===== src/rtl/coolgirl_pkg.sv =====
// Shared MMC3 IRQ constants for the multicart mapper paths.
// Register decode keys are {A14, A13, A0} of a CPU write.
package coolgirl_pkg;

    localparam int IRQ_CNT_W = 8;

    localparam logic [2:0] MMC3_REG_IRQ_LATCH   = 3'b100;
    localparam logic [2:0] MMC3_REG_IRQ_RELOAD  = 3'b101;
    localparam logic [2:0] MMC3_REG_IRQ_DISABLE = 3'b110;
    localparam logic [2:0] MMC3_REG_IRQ_ENABLE  = 3'b111;

    function automatic logic [2:0] mmc3_reg_sel(
        input logic a14,
        input logic a13,
        input logic a0
    );
        return {a14, a13, a0};
    endfunction

endpackage


===== src/rtl/mmc3_scanline_irq_if.sv =====
// CPU register-write bus seen by the scanline IRQ block.
// The cartridge side drives it, the IRQ block only listens.
interface mmc3_scanline_irq_if;

    logic        romsel;
    logic        cpu_rw_in;
    logic [14:0] cpu_addr_in;
    logic [7:0]  cpu_data_in;

    modport master (
        output romsel,
        output cpu_rw_in,
        output cpu_addr_in,
        output cpu_data_in
    );

    modport slave (
        input romsel,
        input cpu_rw_in,
        input cpu_addr_in,
        input cpu_data_in
    );

endinterface


===== src/rtl/a12_edge_filter.sv =====
// PPU A12 synchronizer and low-time filter.
// Emits a one-cycle pulse for rises after a long enough low period.
module a12_edge_filter #(
    parameter int A12_LOW_MIN = 3,
    parameter int SYNC_STAGES = 2
) (
    input  logic m2,
    input  logic reset,
    input  logic ppu_a12,
    output logic a12_pulse
);

    localparam int LW = $clog2(A12_LOW_MIN + 1);
    localparam logic [LW-1:0] LOW_MAX = LW'(A12_LOW_MIN);

    logic [SYNC_STAGES-1:0] sync_q;
    logic [LW-1:0]          low_cnt;
    logic                   a12_s;

    assign a12_s = sync_q[SYNC_STAGES-1];

    // Bring the asynchronous A12 into the m2 domain.
    always_ff @(posedge m2) begin
        if (reset) begin
            sync_q <= '1;
        end else begin
            sync_q <= {sync_q[SYNC_STAGES-2:0], ppu_a12};
        end
    end

    // Measure how long A12 has been low, saturating at the threshold.
    always_ff @(posedge m2) begin
        if (reset) begin
            low_cnt <= '0;
        end else if (a12_s) begin
            low_cnt <= '0;
        end else if (low_cnt != LOW_MAX) begin
            low_cnt <= low_cnt + 1'b1;
        end
    end

    // low_cnt only reaches the threshold while A12 was low, so a high
    // a12_s with a saturated count is exactly a qualified 0->1 edge.
    assign a12_pulse = a12_s & (low_cnt == LOW_MAX);

endmodule


===== src/rtl/mmc3_scanline_irq.sv =====
// MMC3-compatible scanline IRQ counter driven by filtered PPU A12 rises.
// Define COOLGIRL_MMC3_IRQ_ALT_EN for the rev A (alternate) IRQ behaviour.
module mmc3_scanline_irq
    import coolgirl_pkg::*;
#(
    parameter int A12_LOW_MIN = 3,
    parameter int SYNC_STAGES = 2
) (
    input  logic                  m2,
    input  logic                  reset,
    input  logic                  mapper_sel,
    mmc3_scanline_irq_if.slave    bus,
    input  logic                  ppu_a12,
    output logic                  irq,
    output logic [IRQ_CNT_W-1:0]  irq_counter
);

    logic [IRQ_CNT_W-1:0] latch_q, latch_d;
    logic [IRQ_CNT_W-1:0] counter_q, counter_d;
    logic                 reload_q, reload_d;
    logic                 irq_en_q, irq_en_d;
    logic                 pending_q, pending_d;

    logic                 a12_pulse;
    logic                 wr;
    logic [2:0]           reg_sel;
    logic                 wr_reload;
    logic                 clk_tick;

    a12_edge_filter #(
        .A12_LOW_MIN (A12_LOW_MIN),
        .SYNC_STAGES (SYNC_STAGES)
    ) u_filter (
        .m2        (m2),
        .reset     (reset),
        .ppu_a12   (ppu_a12),
        .a12_pulse (a12_pulse)
    );

    assign wr = mapper_sel & ~bus.romsel & ~bus.cpu_rw_in;
    assign reg_sel = mmc3_reg_sel(bus.cpu_addr_in[14],
                                  bus.cpu_addr_in[13],
                                  bus.cpu_addr_in[0]);
    assign wr_reload = wr & (reg_sel == MMC3_REG_IRQ_RELOAD);
    assign clk_tick = a12_pulse & mapper_sel & ~wr_reload;

    // Next-state: scanline clocking first, CPU writes override it.
    always_comb begin
        latch_d   = latch_q;
        counter_d = counter_q;
        reload_d  = reload_q;
        irq_en_d  = irq_en_q;
        pending_d = pending_q;

        if (clk_tick) begin
            if (counter_q == '0 || reload_q) begin
                counter_d = latch_q;
                reload_d  = 1'b0;
            end else begin
                counter_d = counter_q - 1'b1;
            end
`ifdef COOLGIRL_MMC3_IRQ_ALT_EN
            if (irq_en_q &&
                ((counter_q == IRQ_CNT_W'(1) && !reload_q) ||
                 (reload_q && latch_q == '0))) begin
                pending_d = 1'b1;
            end
`else
            if (irq_en_q && counter_d == '0) begin
                pending_d = 1'b1;
            end
`endif
        end

        if (wr) begin
            unique case (reg_sel)
                MMC3_REG_IRQ_LATCH: begin
                    latch_d = bus.cpu_data_in;
                end
                MMC3_REG_IRQ_RELOAD: begin
                    counter_d = '0;
                    reload_d  = 1'b1;
                end
                MMC3_REG_IRQ_DISABLE: begin
                    irq_en_d  = 1'b0;
                    pending_d = 1'b0;
                end
                MMC3_REG_IRQ_ENABLE: begin
                    irq_en_d = 1'b1;
                end
                default: begin
                end
            endcase
        end
    end

    // IRQ register file, cleared by synchronous reset.
    always_ff @(posedge m2) begin
        if (reset) begin
            latch_q   <= '0;
            counter_q <= '0;
            reload_q  <= 1'b0;
            irq_en_q  <= 1'b0;
            pending_q <= 1'b0;
        end else begin
            latch_q   <= latch_d;
            counter_q <= counter_d;
            reload_q  <= reload_d;
            irq_en_q  <= irq_en_d;
            pending_q <= pending_d;
        end
    end

    assign irq = ~(pending_q & mapper_sel);
    assign irq_counter = counter_q;

endmodule


===== src/flat_wrapper.sv =====
// flat-port wrapper written by rule: the top's interface ports become plain ports
module mmc3_scanline_irq_flat import coolgirl_pkg::*;
#(
    parameter int A12_LOW_MIN = 3,
    parameter int SYNC_STAGES = 2
)
  (m2, reset, mapper_sel, ppu_a12, irq, irq_counter, bus_romsel, bus_cpu_rw_in, bus_cpu_addr_in, bus_cpu_data_in);
  mmc3_scanline_irq_if bus_i ();
  input  logic m2;
  input  logic reset;
  input  logic mapper_sel;
  input  logic ppu_a12;
  output logic irq;
  output logic [IRQ_CNT_W-1:0] irq_counter;
  input wire logic [$bits(bus_i.romsel)-1:0] bus_romsel;
  input wire logic [$bits(bus_i.cpu_rw_in)-1:0] bus_cpu_rw_in;
  input wire logic [$bits(bus_i.cpu_addr_in)-1:0] bus_cpu_addr_in;
  input wire logic [$bits(bus_i.cpu_data_in)-1:0] bus_cpu_data_in;
  assign bus_i.romsel = bus_romsel;
  assign bus_i.cpu_rw_in = bus_cpu_rw_in;
  assign bus_i.cpu_addr_in = bus_cpu_addr_in;
  assign bus_i.cpu_data_in = bus_cpu_data_in;
  mmc3_scanline_irq #(.A12_LOW_MIN(A12_LOW_MIN), .SYNC_STAGES(SYNC_STAGES)) u_core (.m2(m2), .reset(reset), .mapper_sel(mapper_sel), .bus(bus_i), .ppu_a12(ppu_a12), .irq(irq), .irq_counter(irq_counter));
endmodule

===== config.mk =====
export PLATFORM = sky130hd
export DESIGN_NAME = mmc3_scanline_irq_flat
export DESIGN_NICKNAME = d
export VERILOG_FILES = /design/src/rtl/coolgirl_pkg.sv /design/src/rtl/mmc3_scanline_irq_if.sv /design/src/rtl/a12_edge_filter.sv /design/src/rtl/mmc3_scanline_irq.sv /design/src/flat_wrapper.sv
export SDC_FILE = /design/constraint.sdc
export NUM_CORES = 1
export LEC_CHECK = 0
export CORE_ASPECT_RATIO = 1.75
export CORE_MARGIN = 4
export CORE_UTILIZATION = 46
export CTS_CLUSTER_DIAMETER = 200
export CTS_CLUSTER_SIZE = 14
export DETAILED_ROUTE_END_ITERATION = 6
export GPL_TIMING_DRIVEN = 0
export PLACE_DENSITY = 0.79
export RECOVER_POWER = 50
export SYNTH_ARGS = -nofsm -noshare
export SYNTH_HDL_FRONTEND = slang
export SYNTH_SLANG_ARGS = --single-unit

===== constraint.sdc =====
create_clock -name m2 -period 2.23 [get_ports m2]
set_clock_uncertainty 0.1 [all_clocks]
set_input_delay 0.3345 -clock m2 [delete_from_list [all_inputs] [get_ports m2]]
set_output_delay 0.3345 -clock m2 [all_outputs]
set_load 0.02 [all_outputs]

==> results.sh, run 1 <==
export IMPL_cp_end_kind="register"
export IMPL_holdBufCountCts=0
export IMPL_path_class="reg2reg"
export IMPL_outcome="finished, final reports clean"
export IMPL_die_x_um=47.0
export IMPL_yosys_top_cells_area="dfxtp_1 38%, mux2i_1 8.2%, nor2_1 5.2%"
export IMPL_clk_latency_ps=270
export IMPL_hpwl_um=2140
export IMPL_ys_flop_type="dfxtp_1"
export IMPL_avgSynthCellArea_um2=8.69
export IMPL_crit_start="u_core.irq_counter[0]"
export IMPL_synth_cell_types=43
export IMPL_cts_sinks=23
export IMPL_timing_final_crit_share_pct=90.9
export IMPL_seqPwrFrac_pct=56.8
export IMPL_p_per_area_nw_per_um2=471
export IMPL_synth_edf_count=0
export IMPL_layout_drive_gt1_share_pct=10.5
export IMPL_grt_antenna_before_repair=0
export IMPL_worst_ep_arrival_time_ps=2080
export IMPL_cts_root_buf="clkbuf_8"
export IMPL_die_y_um=76.3
export IMPL_cts_buffers=3
export IMPL_min_from="u_core.u_filter.sync_q[0]"
export IMPL_fin_cells=198
export IMPL_design_area_um2=1560
export IMPL_drt_first_iter_violations=26
export IMPL_power_internal_uw=575
export IMPL_min_path_type="reg2reg"
export IMPL_crit_fanout=8
export IMPL_port_buffers=25
export IMPL_num_rows=24
export IMPL_cts_tree="yes"
export IMPL_min_period_ps=2030
export IMPL_max_freq_mhz=494
export IMPL_maxSlewViolCount=0
export IMPL_netlist_area_um2=1220
export IMPL_route_detailed_drc=0
export IMPL_synth_seq_cells=23
export IMPL_yosys_area_top_type_share_pct=37.6
export IMPL_setup_viol=0
export IMPL_switching_share_pct=21.6
export IMPL_clock_path_buffers=2
export IMPL_rsz0062_at_grt="false"
export IMPL_ioPinCount=38
export IMPL_vias=1116
export IMPL_synth_nets=173
export IMPL_syn2layout_area_growth_pct=27.2
export IMPL_fp_coreArea_um2=2520
export IMPL_synthArstFlopShare_pct=0
export IMPL_max_slew_worst_pin_slew_ps=852
export IMPL_first_global_vias=1096
export IMPL_start_util_pct=48.6
export IMPL_cts_max_level=1
export IMPL_grt_pass1_wl_um=4730
export IMPL_ys_seq_area_share_pct=37.6
export IMPL_grt_max_degree=13
export IMPL_synth_warnings=0
export IMPL_clk_pin_slew_ps=80
export IMPL_die_area_um2=3590
export IMPL_clockPowerShare_pct=36.0
export IMPL_drv_cap=0
export IMPL_wl_per_cell_um=14.3
export IMPL_switchingPower_uw=159
export IMPL_routed_wl_um=2840
export IMPL_gr_usage_all_layers_pct=17.6
export IMPL_grt_overflow=0
export IMPL_syn_inst=141
export IMPL_post_place_cells=192
export IMPL_r2r_start="u_core.irq_counter[0]"
export IMPL_p_leak_nw=0.575
export IMPL_worstSetupStartpointType="register"
export IMPL_via_per_inst=5.64
export IMPL_relSlewSlack_pct=42.9
export IMPL_synth_area_leader_cell="dfxtp_1"
export IMPL_hold_violations=0
export IMPL_ir_drop_mv=0.537
export IMPL_firstDrtPassIters=4
export IMPL_fin_nets=205
export IMPL_ant_nets=0
export IMPL_diodes=0
export IMPL_place_area_um2=1510
export IMPL_place_congestion=0.872
export IMPL_required_ps=2280
export IMPL_p_comb_share_pct=7.2
cells in the final DEF (no fill, tap or decap), types with 4 or more instances in the layout:
cell and n:
a21oi_1 13, clkbuf_1 4, clkdlybuf4s50_1 17, dfxtp_1 21, dlygate4sd3_1 8, inv_1 5, mux2i_1 10, nand2_1 13
nor2_1 17, o21ai_0 4, xor2_1 4
final cells by class:
| class | count | area [µm²] |
|---|---|---|
| multi-input cells | 109 | 718 |
| clock buffers | 4 | 45.0 |
| fillers | 228 | 965 |
| flip-flops and latches | 23 | 463 |
| repair buffers | 27 | 265 |
| well taps | 26 | 32.5 |
| plain buffers | 4 | 15.0 |
| inverters | 5 | 18.8 |
flip-flops by register name, summed over array words and instances (netlist names):
name	flops
u_core.irq_en_q	1
u_core.u_filter.low_cnt	2
u_core.u_filter.sync_q	2
u_core.latch_q	8
u_core.pending_q	1
u_core.reload_q	1
u_core.irq_counter	8
worst max-delay path, cell delays in order (launching register included):
cell     delay [ps]
dfxtp_2         410
inv_1            80
ha_1            240
nor3b_1         170
a21oi_1         260
mux2_2          370
a22oi_1         190
nor2_1           80
stage by stage:
step	setup TNS (ps)	util, %	power [mW]	hold slack (ps)	worst slack, ps
5_1_grt	0	61.8	0.760	352	28.8
6_report	0	61.8	0.733	324	204
2_1_floorplan	0	-	0.442	289	107
3_3_place_gp	0	59.8	0.479	303	22.4
4_1_cts	0	62.2	0.740	320	125
3_5_place_dp	-161	59.8	0.480	298	-45.8
metal layers:
layer / global-route usage (%) / vias up / wire [µm]
met5: 0 / - / 0
met4: 10.8 / 0 / 80
met3: 3.31 / 7 / 104
met2: 28.3 / 28 / 1510
met1: 19.9 / 507 / 1140
li1: - / 574 / -
final timing paths:
kind / cells past startpoint / slack, ps / endpoint
setup / recovery: 7 / 200 / u_core.irq_counter[2]
hold / removal: 1 / 320 / u_core.u_filter.sync_q[1]
setup reg to reg: 7 / 200 / u_core.irq_counter[2]
hold reg to reg: 1 / 320 / u_core.u_filter.sync_q[1]
Yosys cell counts (2+ instances only):
master	number
o21ai_0	4
a21oi_1	12
a311oi_1	2
nor2b_1	2
inv_1	5
ha_1	3
nor2_1	17
a21o_1	3
nand2_1	13
mux2i_1	10
nor3_2	2
a31oi_1	2
and3_1	3
clkbuf_1	3
nor4_1	2
dfxtp_1	23
nor3_1	3
nand3b_1	2
xor2_1	4
or2_2	2
nand3_1	2
what timing repair did:
item                                    4_1_cts  5_1_grt
setup buffers                                 2        0
endpoints found under the setup margin        1        1
pin swaps                                     1        0
resized for setup                             0        2
cells by family after synthesis:
logic type                 synth area share [%]
AOI/OAI and AO/OA                          18.5
xor gates and xnor gates                   2.86
adders and majority gates                  3.06
buffers and inverters                      2.76
DFF                                        37.6
muxes                                      9.09
and+or+nand+nor                            26.1
power by group through the flow:
stage,Combinational (mW),Sequential (mW),Clock (mW)
5_1_grt,0.0581,0.417,0.285
6_report,0.0530,0.416,0.264
2_1_floorplan,0.0169,0.425,0
3_5_place_dp,0.0538,0.426,0
3_3_place_gp,0.0527,0.426,0
4_1_cts,0.0540,0.416,0.270
Power figures use the tool's default switching activity.
==> run 2, diff against run 1 <==
--- a/config.mk
+++ b/config.mk
@@ -5,15 +5,18 @@
 export SDC_FILE = /design/constraint.sdc
 export NUM_CORES = 1
 export LEC_CHECK = 0
+export CELL_PAD_IN_SITES_DETAIL_PLACEMENT = 2
+export CELL_PAD_IN_SITES_GLOBAL_PLACEMENT = 2
 export CORE_ASPECT_RATIO = 1.75
 export CORE_MARGIN = 4
-export CORE_UTILIZATION = 46
+export CORE_UTILIZATION = 26
 export CTS_CLUSTER_DIAMETER = 200
 export CTS_CLUSTER_SIZE = 14
 export DETAILED_ROUTE_END_ITERATION = 6
 export GPL_TIMING_DRIVEN = 0
-export PLACE_DENSITY = 0.79
+export PLACE_DENSITY_LB_ADDON = 0.1
 export RECOVER_POWER = 50
+export SLEW_MARGIN = 30
 export SYNTH_ARGS = -nofsm -noshare
 export SYNTH_HDL_FRONTEND = slang
 export SYNTH_SLANG_ARGS = --single-unit
==> results.sh, run 2 (synthesized netlist as in run 1, its figures left out) <==
export IMPL_outcome="finished, final reports clean"
export IMPL_cp_endpoint="u_core.latch_q[6]"
export IMPL_utilization_pct=36.0
export IMPL_diodes=0
export IMPL_hpwl_um=2990
export IMPL_min_period_ps=2050
export IMPL_die_area_um2=5920
export IMPL_ff2ff_setup_slack_ps=190
export IMPL_design_area_um2=1610
export IMPL_num_rows=32
export IMPL_clock_path_buffers=2
export IMPL_required_ps=2270
export IMPL_fp_coreArea_um2=4480
export IMPL_route_detailed_drc=0
export IMPL_crit_fanout=8
export IMPL_place_congestion=0.718
export IMPL_p_leak_nw=0.581
export IMPL_grt_max_degree=13
export IMPL_die_y_um=98.8
export IMPL_syn2layout_area_growth_pct=31.8
export IMPL_max_slew_worst_pin_slew_ps=926
export IMPL_min_path_type="reg2reg"
export IMPL_place_area_um2=1540
export IMPL_critPathMaxStageDelay_ps=730
export IMPL_setup_viol=0
export IMPL_cts_sinks=23
export IMPL_min_from="u_core.u_filter.sync_q[0]"
export IMPL_drt_first_iter_violations=25
export IMPL_ir_drop_mv=0.310
export IMPL_holdBufCountCts=0
export IMPL_rsz0062_at_grt="false"
export IMPL_crit_start="mapper_sel"
export IMPL_power_uw=737
export IMPL_setup_ws_ps=184
export IMPL_final_setup_tns_ps=0
export IMPL_worstSetupStartpointType="input pin"
export IMPL_timing_final_crit_share_pct=91.7
export IMPL_most_common_layout_cells="21 x dfxtp_1, 17 x nor2_1, 16 x clkdlybuf4s50_1"
export IMPL_ioPinCount=38
export IMPL_cp_end_kind="register"
export IMPL_hold_worst_slack_ps=315
export IMPL_clk_latency_ps=270
export IMPL_maxSlewViolCount=0
export IMPL_cp_cell_sequence="clkdlybuf4s50_1, nand3_1, nor3_2, mux2i_1, nor2_1"
export IMPL_clk_pin_slew_ps=90
export IMPL_fin_nets=205
export IMPL_fin_cells=223
export IMPL_cp_depth=5
export IMPL_layout_drive_gt1_share_pct=12.8
export IMPL_grt_antenna_before_repair=0
export IMPL_first_global_vias=1335
export IMPL_wl_per_cell_um=17.1
export IMPL_path_class="in2reg"
export IMPL_cpMaxStageDelayCell="nor3_2"
export IMPL_drv_cap=0
export IMPL_cts_max_level=1
export IMPL_hold_violations=0
export IMPL_start_util_pct=27.3
export IMPL_pre_cts_ws_ps=-167
export IMPL_die_x_um=59.9
export IMPL_p_per_area_nw_per_um2=457
export IMPL_gr_usage_all_layers_pct=14.4
export IMPL_r2r_start="u_core.irq_counter[0]"
export IMPL_r2r_cells=7
export IMPL_max_freq_mhz=489
export IMPL_firstDrtPassIters=3
export IMPL_critical_path_top_delay_family="simple AND/OR/NAND/NOR gates"
export IMPL_post_place_cells=217
export IMPL_via_per_inst=5.37
export IMPL_grt_pass1_wl_um=6600
export IMPL_cp_num_buf_inv=1
export IMPL_cts_tree="yes"
export IMPL_worst_ep_arrival_time_ps=2090
export IMPL_routed_wl_um=3820
export IMPL_r2r_end="u_core.pending_q"
export IMPL_cts_root_buf="clkbuf_8"
export IMPL_relSlewSlack_pct=37.9
export IMPL_final_common_cell="dfxtp_1"
export IMPL_grt_overflow=0
export IMPL_cts_buffers=3
export IMPL_ant_nets=0
export IMPL_vias=1198
export IMPL_port_buffers=25
[run 2: repair_timing]
action                     4_1_cts  5_1_grt
resized for setup                1        4
setup endpoints to repair        2        6
pin swaps                        1        0
buffers inserted                 2        0
[run 2: final cells by class]
class | count | area (µm²)
Fill cell | 548 | 2870
Multi-Input combinational cell | 109 | 743
Sequential cell | 23 | 463
Timing Repair Buffer | 27 | 265
Tap cell | 51 | 63.8
Clock buffer | 4 | 45.0
Inverter | 5 | 18.8
Buffer | 4 | 15.0
[run 2: how the worst min path moves through the flow]
stage                                end  slack [ps]  cells past startpoint
3_3_place_gp   u_core.u_filter.sync_q[1]         310                      1
3_5_place_dp   u_core.u_filter.sync_q[1]         300                      1
5_1_grt        u_core.u_filter.sync_q[1]         340                      1
2_1_floorplan  u_core.u_filter.sync_q[1]         290                      1
6_report       u_core.u_filter.sync_q[1]         310                      1
4_1_cts        u_core.u_filter.sync_q[1]         320                      1
[run 2: worst reg2reg max path, delay by kind of cell (launching register included)]
family	cells	cell delay, ps
flops	1	410
buf+inv	1	90
simple gates	2	490
fa+ha+maj	1	240
compound gates	3	630
[run 2: per-layer routing]
metal | vias up | track usage [%] | part of all wire (%)
met1 | 593 | 16.5 | 38
li1 | 569 | - | -
met5 | - | 0 | 0
met3 | 8 | 1.97 | 3.8
met2 | 28 | 25.3 | 56
met4 | 0 | 6.14 | 2.5
[run 2: power breakdown]
part	switching [mW]	internal, mW	leakage, nW
combinational	0.0231	0.0325	0.372
sequential	0.00227	0.414	0.187
clock	0.137	0.128	0.0228
total	0.163	0.574	0.581
==> run 3, diff against run 2 <==
--- a/config.mk
+++ b/config.mk
@@ -14,6 +14,7 @@
 export CTS_CLUSTER_SIZE = 14
 export DETAILED_ROUTE_END_ITERATION = 6
 export GPL_TIMING_DRIVEN = 0
+export HOLD_SLACK_MARGIN = 0.06
 export PLACE_DENSITY_LB_ADDON = 0.1
 export RECOVER_POWER = 50
 export SLEW_MARGIN = 30
==> constraint.sdc (replaced) <==
create_clock -name m2 -period 2.23 [get_ports m2]
set_clock_uncertainty 0.1 [all_clocks]
set_input_delay 0.446 -clock m2 [delete_from_list [all_inputs] [get_ports m2]]
set_output_delay 0.446 -clock m2 [all_outputs]
set_load 0.02 [all_outputs]
==> results.sh, run 3 (synthesized netlist as in run 1, its figures left out) <==
export IMPL_hpwl_um=2990
export IMPL_path_class="in2out"
export IMPL_design_area_um2=1620
export IMPL_firstDrtPassIters=3
export IMPL_cp_end_kind="output port"
export IMPL_min_period_ps=2170
export IMPL_wl_per_cell_um=17.1
export IMPL_cts_sinks=23
export IMPL_ff2ff_setup_slack_ps=160
export IMPL_most_common_layout_cells="22 x dfxtp_1, 18 x clkdlybuf4s50_1, 17 x nor2_1"
export IMPL_timing_final_crit_share_pct=97.2
export IMPL_setup_viol=0
export IMPL_drv_cap=0
export IMPL_place_congestion=0.718
export IMPL_start_util_pct=27.3
export IMPL_grt_pass1_wl_um=6600
export IMPL_grt_overflow=0
export IMPL_pre_cts_ws_ps=-279
export IMPL_outcome="finished, final reports clean"
export IMPL_ant_nets=0
export IMPL_holdBufCountCts=0
export IMPL_ioPinCount=38
export IMPL_hold_violations=0
export IMPL_final_common_cell="dfxtp_1"
export IMPL_clk_pin_slew_ps=90
export IMPL_relSlewSlack_pct=60.6
export IMPL_cts_max_level=1
export IMPL_gr_usage_all_layers_pct=14.4
export IMPL_p_per_area_nw_per_um2=456
export IMPL_worstSetupStartpointType="input pin"
export IMPL_clock_path_buffers=2
export IMPL_grt_max_degree=13
export IMPL_r2r_start="u_core.irq_counter[1]"
export IMPL_grt_antenna_before_repair=0
export IMPL_clk_latency_ps=270
export IMPL_utilization_pct=36.1
export IMPL_crit_start="mapper_sel"
export IMPL_num_rows=32
export IMPL_fin_nets=205
export IMPL_cts_buffers=3
export IMPL_ir_drop_mv=0.310
export IMPL_cp_endpoint="irq"
export IMPL_place_area_um2=1540
export IMPL_r2r_cells=7
export IMPL_die_x_um=59.9
export IMPL_layout_drive_gt1_share_pct=11.6
export IMPL_cts_tree="yes"
export IMPL_die_y_um=98.8
export IMPL_via_per_inst=5.37
export IMPL_required_ps=1680
export IMPL_min_from="u_core.u_filter.sync_q[0]"
export IMPL_die_area_um2=5920
export IMPL_routed_wl_um=3810
export IMPL_vias=1197
export IMPL_min_path_type="reg2reg"
export IMPL_worst_ep_arrival_time_ps=1620
export IMPL_drt_first_iter_violations=22
export IMPL_max_freq_mhz=461
export IMPL_max_slew_worst_pin_slew_ps=589
export IMPL_fp_coreArea_um2=4480
export IMPL_cts_root_buf="clkbuf_8"
export IMPL_r2r_end="u_core.pending_q"
export IMPL_post_place_cells=217
export IMPL_rsz0062_at_grt="true"
export IMPL_port_buffers=25
export IMPL_fin_cells=223
export IMPL_p_leak_nw=0.579
export IMPL_setup_ws_ps=62.4
export IMPL_maxSlewViolCount=0
export IMPL_route_detailed_drc=0
export IMPL_crit_fanout=5
export IMPL_diodes=0
export IMPL_hold_worst_slack_ps=315
export IMPL_first_global_vias=1335
export IMPL_syn2layout_area_growth_pct=32.1
-- run 3: power by group --
part           leakage [nW]  switching [mW]  internal [mW]  total, mW
logic                 0.370          0.0239         0.0322     0.0561
registers             0.186         0.00228          0.414      0.416
clock network        0.0228           0.137          0.128      0.265
-- run 3: worst min path at each step --
stage	cells past startpoint	end
3_5_place_dp	1	u_core.u_filter.sync_q[1]
3_3_place_gp	1	u_core.u_filter.sync_q[1]
6_report	1	u_core.u_filter.sync_q[1]
2_1_floorplan	1	u_core.u_filter.sync_q[1]
5_1_grt	1	u_core.u_filter.sync_q[1]
4_1_cts	1	u_core.u_filter.sync_q[1]
-- run 3: repair_timing --
item | CTS | global route
resized for setup | 1 | 3
pin swaps | 1 | 0
setup buffers | 2 | 0
setup endpoints to repair | 2 | 14
-- run 3: layout make-up --
class | count | area, µm²
buffer | 4 | 15.0
clock buffer | 4 | 45.0
fill | 549 | 2870
inverter | 5 | 18.8
multi-input combinational | 109 | 748
sequential | 23 | 462
tap | 51 | 63.8
timing repair buffer | 27 | 265
-- run 3: worst max-delay path: stages --
cell,delay (ps)
clkdlybuf4s50_1,480
nand2_1,90
clkdlybuf4s50_1,600
-- run 3: routing by layer --
layer | track usage (%) | part of all wire [%] | up-vias
met3 | 1.97 | 3.8 | 8
met5 | 0 | 0 | -
li1 | - | - | 568
met4 | 6.14 | 2.5 | 0
met2 | 25.3 | 56 | 28
met1 | 16.5 | 38 | 593
-- run 3: metrics by stage --
stage	power, mW	setup TNS (ps)
final	0.737	0
after global routing	0.774	-56.6
after CTS	0.748	0
after detailed placement	0.483	-2380
after global placement	0.480	-1430
after floorplan	0.442	0
